[config.mk]
export PLATFORM = sky130hd
export DESIGN_NAME = decstage
export DESIGN_NICKNAME = d
export VERILOG_FILES = /design/src/rtl/decstage.sv
export SDC_FILE = /design/constraint.sdc
export NUM_CORES = 2
export LEC_CHECK = 0
export CAP_MARGIN = 20
export CORE_MARGIN = 4
export CORE_UTILIZATION = 55
export CTS_BUF_LIST = sky130_fd_sc_hd__clkbuf_8 sky130_fd_sc_hd__clkbuf_16
export CTS_CLUSTER_SIZE = 12
export DETAILED_ROUTE_END_ITERATION = 10
export PLACE_DENSITY = 0.75
export SYNTH_ARGS = -nofsm -noshare
export SYNTH_HDL_FRONTEND = slang
export SYNTH_SLANG_ARGS = --single-unit
[constraint.sdc]
create_clock -name clk -period 6.08 [get_ports clk]
set_clock_uncertainty 0.2 [all_clocks]
set_input_delay 1.216 -clock clk [delete_from_list [all_inputs] [get_ports clk]]
set_output_delay 1.216 -clock clk [all_outputs]
set_load 0.02 [all_outputs]
[src/rtl/decstage.sv]
// Decode stage: instruction register, 32x32 register file with write-through
// bypass, immediate extender and registered Immed/RF_A/RF_B outputs.
module decstage (
  input  logic        clk,
  input  logic        reset,
  input  logic [31:0] instr,
  input  logic        IR_lden,
  input  logic        Dec_lden,
  input  logic        RF_WrEn,
  input  logic        RF_B_sel,
  input  logic        RF_WrData_sel,
  input  logic [1:0]  ImmExt_sel,
  input  logic [31:0] ALU_out,
  input  logic [31:0] MEM_out,
  output logic [31:0] Immed,
  output logic [31:0] RF_A,
  output logic [31:0] RF_B
);

  logic [31:0] ir_q, ir_d;
  logic [31:0] immed_q, immed_d;
  logic [31:0] rf_a_q, rf_a_d;
  logic [31:0] rf_b_q, rf_b_d;
  logic [31:0] rf_q [32];
  logic [31:0] rf_d [32];

  logic [4:0]  rs_addr;
  logic [4:0]  rd_addr;
  logic [4:0]  rt_addr;
  logic [4:0]  b_addr;
  logic [15:0] imm;
  logic [5:0]  opcode_unused;
  logic [31:0] wr_data;
  logic        wr_en_eff;
  logic [31:0] imm_ext;
  logic [31:0] read_a;
  logic [31:0] read_b;

  // All decode fields come from the held IR, never from the raw instr bus.
  assign rs_addr       = ir_q[25:21];
  assign rd_addr       = ir_q[20:16];
  assign rt_addr       = ir_q[15:11];
  assign imm           = ir_q[15:0];
  assign opcode_unused = ir_q[31:26];
  assign b_addr        = RF_B_sel ? rd_addr : rt_addr;

  assign wr_data   = RF_WrData_sel ? MEM_out : ALU_out;
  assign wr_en_eff = RF_WrEn && (rd_addr != 5'd0);

  always_comb begin
    imm_ext = 32'h0000_0000;
    case (ImmExt_sel)
      2'b00:   imm_ext = {16'h0000, imm};
      2'b01:   imm_ext = {{16{imm[15]}}, imm};
      2'b10:   imm_ext = {imm, 16'h0000};
      default: imm_ext = {{14{imm[15]}}, imm, 2'b00};
    endcase
  end

  always_comb begin
    for (int i = 0; i < 32; i++) begin
      rf_d[i] = rf_q[i];
    end
    if (wr_en_eff) begin
      rf_d[rd_addr] = wr_data;
    end
  end

  // A same-edge write to the register being read is forwarded so the output
  // registers see the new value without an extra cycle.
  always_comb begin
    read_a = (rs_addr == 5'd0) ? 32'h0000_0000 : rf_q[rs_addr];
    if (wr_en_eff && (rd_addr == rs_addr)) begin
      read_a = wr_data;
    end
  end

  always_comb begin
    read_b = (b_addr == 5'd0) ? 32'h0000_0000 : rf_q[b_addr];
    if (wr_en_eff && (rd_addr == b_addr)) begin
      read_b = wr_data;
    end
  end

  always_comb begin
    ir_d    = IR_lden ? instr : ir_q;
    immed_d = Dec_lden ? imm_ext : immed_q;
    rf_a_d  = Dec_lden ? read_a : rf_a_q;
    rf_b_d  = Dec_lden ? read_b : rf_b_q;
  end

  always_ff @(posedge clk or negedge reset) begin
    if (!reset) begin
      ir_q    <= 32'h0000_0000;
      immed_q <= 32'h0000_0000;
      rf_a_q  <= 32'h0000_0000;
      rf_b_q  <= 32'h0000_0000;
      for (int i = 0; i < 32; i++) begin
        rf_q[i] <= 32'h0000_0000;
      end
    end else begin
      ir_q    <= ir_d;
      immed_q <= immed_d;
      rf_a_q  <= rf_a_d;
      rf_b_q  <= rf_b_d;
      for (int i = 0; i < 32; i++) begin
        rf_q[i] <= rf_d[i];
      end
    end
  end

  assign Immed = immed_q;
  assign RF_A  = rf_a_q;
  assign RF_B  = rf_b_q;

endmodule

==> out/qor.yml <==
global_routing:
  use_met3: 0.108
  use_met2: 0.524
  grt_pass1_vias: 46600
  antenna_found_initial: 5
  grt_overflow: 0
  grt_pass1_wl_mm: 290
  grt_start_max_net_pins: 140
  grt_usage: 0.353
  busiest_layer: "met2"
  met1_usage: 0.478
clock_network:
  postCtsSetupBuffers: 0
  cts_max_level: 3
  path_clk_slew_ns: 0.06
  cts_sinks: 1146
  clockRootBuffer: "clkbuf_16"
  clockBufferDepth: 3
  numCtsBuffers: 118
  cts_resized: 0
  hold_buffers: 0
  cts_tree: "done"
  clkLatencyLatePin_ns: 0.73
status:
  status: "complete, no violations"
power_and_ir_drop:
  seqPwrFrac: 0.454
  clkPwrFrac: 0.258
  ir_worst_vdd_mv: 0.335
  p_int_uw: 18500
  p_comb_frac: 0.289
  p_leak_uw: 0.0275
  power.total_uw: 27900
  power_switching_uw: 9370
  p_sw_frac: 0.336
  p_per_area_nw_per_um2: 430
yosys:
  ys_ff_latch: 1146
  synthFlopType: "dfrtp_1"
  ys_warn_count: 0
  yosysSeqAreaShare: 0.500
  syn_area_per_cell_um2: 10.2
  synthArstFlopShare: 1.00
  ys_types: 50
  syn_area_um2: 57400
  synth_edf_count: 0
  synth_cells: 5642
  syn-num-nets: 5747
floorplanning:
  die-height_um: 331
  ios: 201
  start_util: 0.554
  fp-row-count: 118
  die_area_um2: 110000
  coreArea_um2: 104000
  die_w_um: 331
sta:
  finalCriticalPeriod_ns: 4.27
  hold_viol_final: 0
  fmax_ghz: 0.234
  final-setup-viol-count: 0
  rsz0062_at_grt: "no"
  finalSetupTns_ns: 0
  max_slew_margin: 0.215
  tightest_slew_ns: 1.18
  drv_slew: 0
  finalCritPeriodShare: 0.702
  fin_ws_ns: 1.81
critical_path:
  cp.arrival_ns: 4.67
  crit_fanout: 57
  crit_buf_inv: 3
  slowest_stage: "mux2_8"
  crit_path_cell_trace: "clkdlybuf4s50_1 -> buf_4 -> mux2_8 -> buf_12 -> mux4_2 -> a2111oi_0 -> nor4_1 -> a2111o_1"
  crit_type: "primary input to flop"
  end_kind: "flop"
  ff2ff_setup_slack_ns: 2.07
  max_stage_delay_ns: 0.63
  startpoint_type: "primary input"
  required_ns: 6.48
  critPathTopFamily: "buffers and inverters"
placed_design:
  hpwl_mm: 106
  io_buffers: 194
  place_congestion: 0.880
  dp_slack_ns: 1.16
cells_and_area:
  multi_input_area_um2: 27000
  nets: 5627
  num-fill-cells: 8043
  drive_gt1_frac: 0.158
  syn2layout_area_growth_pct: 12.9
  regArea_um2: 28700
run:
  maxCapViolCount: 0
routing:
  drtPass1Iterations: 10
  first_iter_violations: 6541
  wire_per_inst_um: 27.4
  drt_wl_total_mm: 192
  ant_nets: 0
  viasPerCell: 6.77
  drc_errors: 0
  vias: 47300
hold_path:
  hold_path.class: "flop to flop"
through the flow:
step	instances	util	area (um2)	hold slack [ns]
floorplan	5642	-	57400	0.241
global placement	6773	0.587	60800	0.178
detailed placement	6776	0.587	60900	0.182
CTS	6978	0.624	64700	0.197
global route	6985	0.625	64800	0.207
finish	6987	0.625	64800	0.195
power groups by stage:
stage	Sequential [uW]	Combinational, uW	Clock [uW]
after detailed placement	12600	7930	0
final	12600	8050	7180
after global placement	12400	7620	0
after CTS	12500	7990	7220
after global routing	12900	8830	7560
after floorplan	12000	5650	0
cells in the final DEF (no fill, tap or decap), drive strengths merged, types with 63 or more instances in the layout:
cell type / synthesis / layout
a2111oi: 64 / 64
a21oi: 711 / 711
buf: 103 / 156
clkbuf: 485 / 148
clkdlybuf4s50: 0 / 191
dfrtp: 1146 / 1146
mux2i: 63 / 63
mux4: 429 / 429
nand2: 1048 / 1048
nand3: 98 / 98
nor2: 685 / 685
o21ai: 486 / 486
cell type report:
type	instances	share of cell area
Antenna cell	3	0.000116
Timing Repair Buffer	348	0.0551
Inverter	6	0.000386
Tap cell	1380	0.0266
Clock buffer	147	0.0519
Multi-Input combinational cell	3902	0.416
Sequential cell	1146	0.443
Clock inverter	55	0.00707
cells in the mapped netlist (18+ instances only):
cell type,instances,area [um2]
nand3_1,98,490
a221oi_1,33,289
a21oi_1,711,3560
a2111o_1,31,349
o22ai_1,31,194
o21ai_0,486,2430
nor4_1,52,325
a2111oi_0,59,517
buf_2,47,235
nor2_1,684,2570
mux2_2,28,315
nor3_1,45,225
dfrtp_1,1146,28700
buf_1,46,173
clkbuf_1,485,1820
a32o_1,18,180
mux2i_1,63,631
nand2_1,1048,3930
mux4_2,429,9660
path summary, 6_finish.rpt:
check,end,start,depth (start not counted)
worst min register to register,rf_q[1013],rf_q[1013],0
worst min-delay path,rf_q[1013],rf_q[1013],0
min in group asynchronous,rf_q[768],reset,1
worst max-delay path,RF_B[12],RF_B_sel,8
worst max register to register,RF_B[6],ir_q[18],7
max in group asynchronous,rf_q[653],reset,2
sequential cells by signal (all words and copies together) (netlist names):
name and count:
RF_B 32, rf_q 1024, ir_q 26, Immed 32
RF_A 32
cell families (layout without fill, tap and decap cells):
kind of cell	Yosys count	count (layout)	synth area share
muxes	521	521	0.185
DFF	1146	1146	0.500
buffers and inverters	594	556	0.0409
xor gates and xnor gates	10	10	0.00153
and+or+nand+nor	1957	1957	0.135
AOI/OAI and AO/OA	1414	1414	0.138
other	0	3	0
layer usage:
metal / vias to the layer above / part of all wire
li1: 19800 / -
met1: 23300 / 0.37
met2: 3444 / 0.44
met3: 743 / 0.14
met4: 0 / 0.057
met5: - / 0
Power figures use the tool's default switching activity.
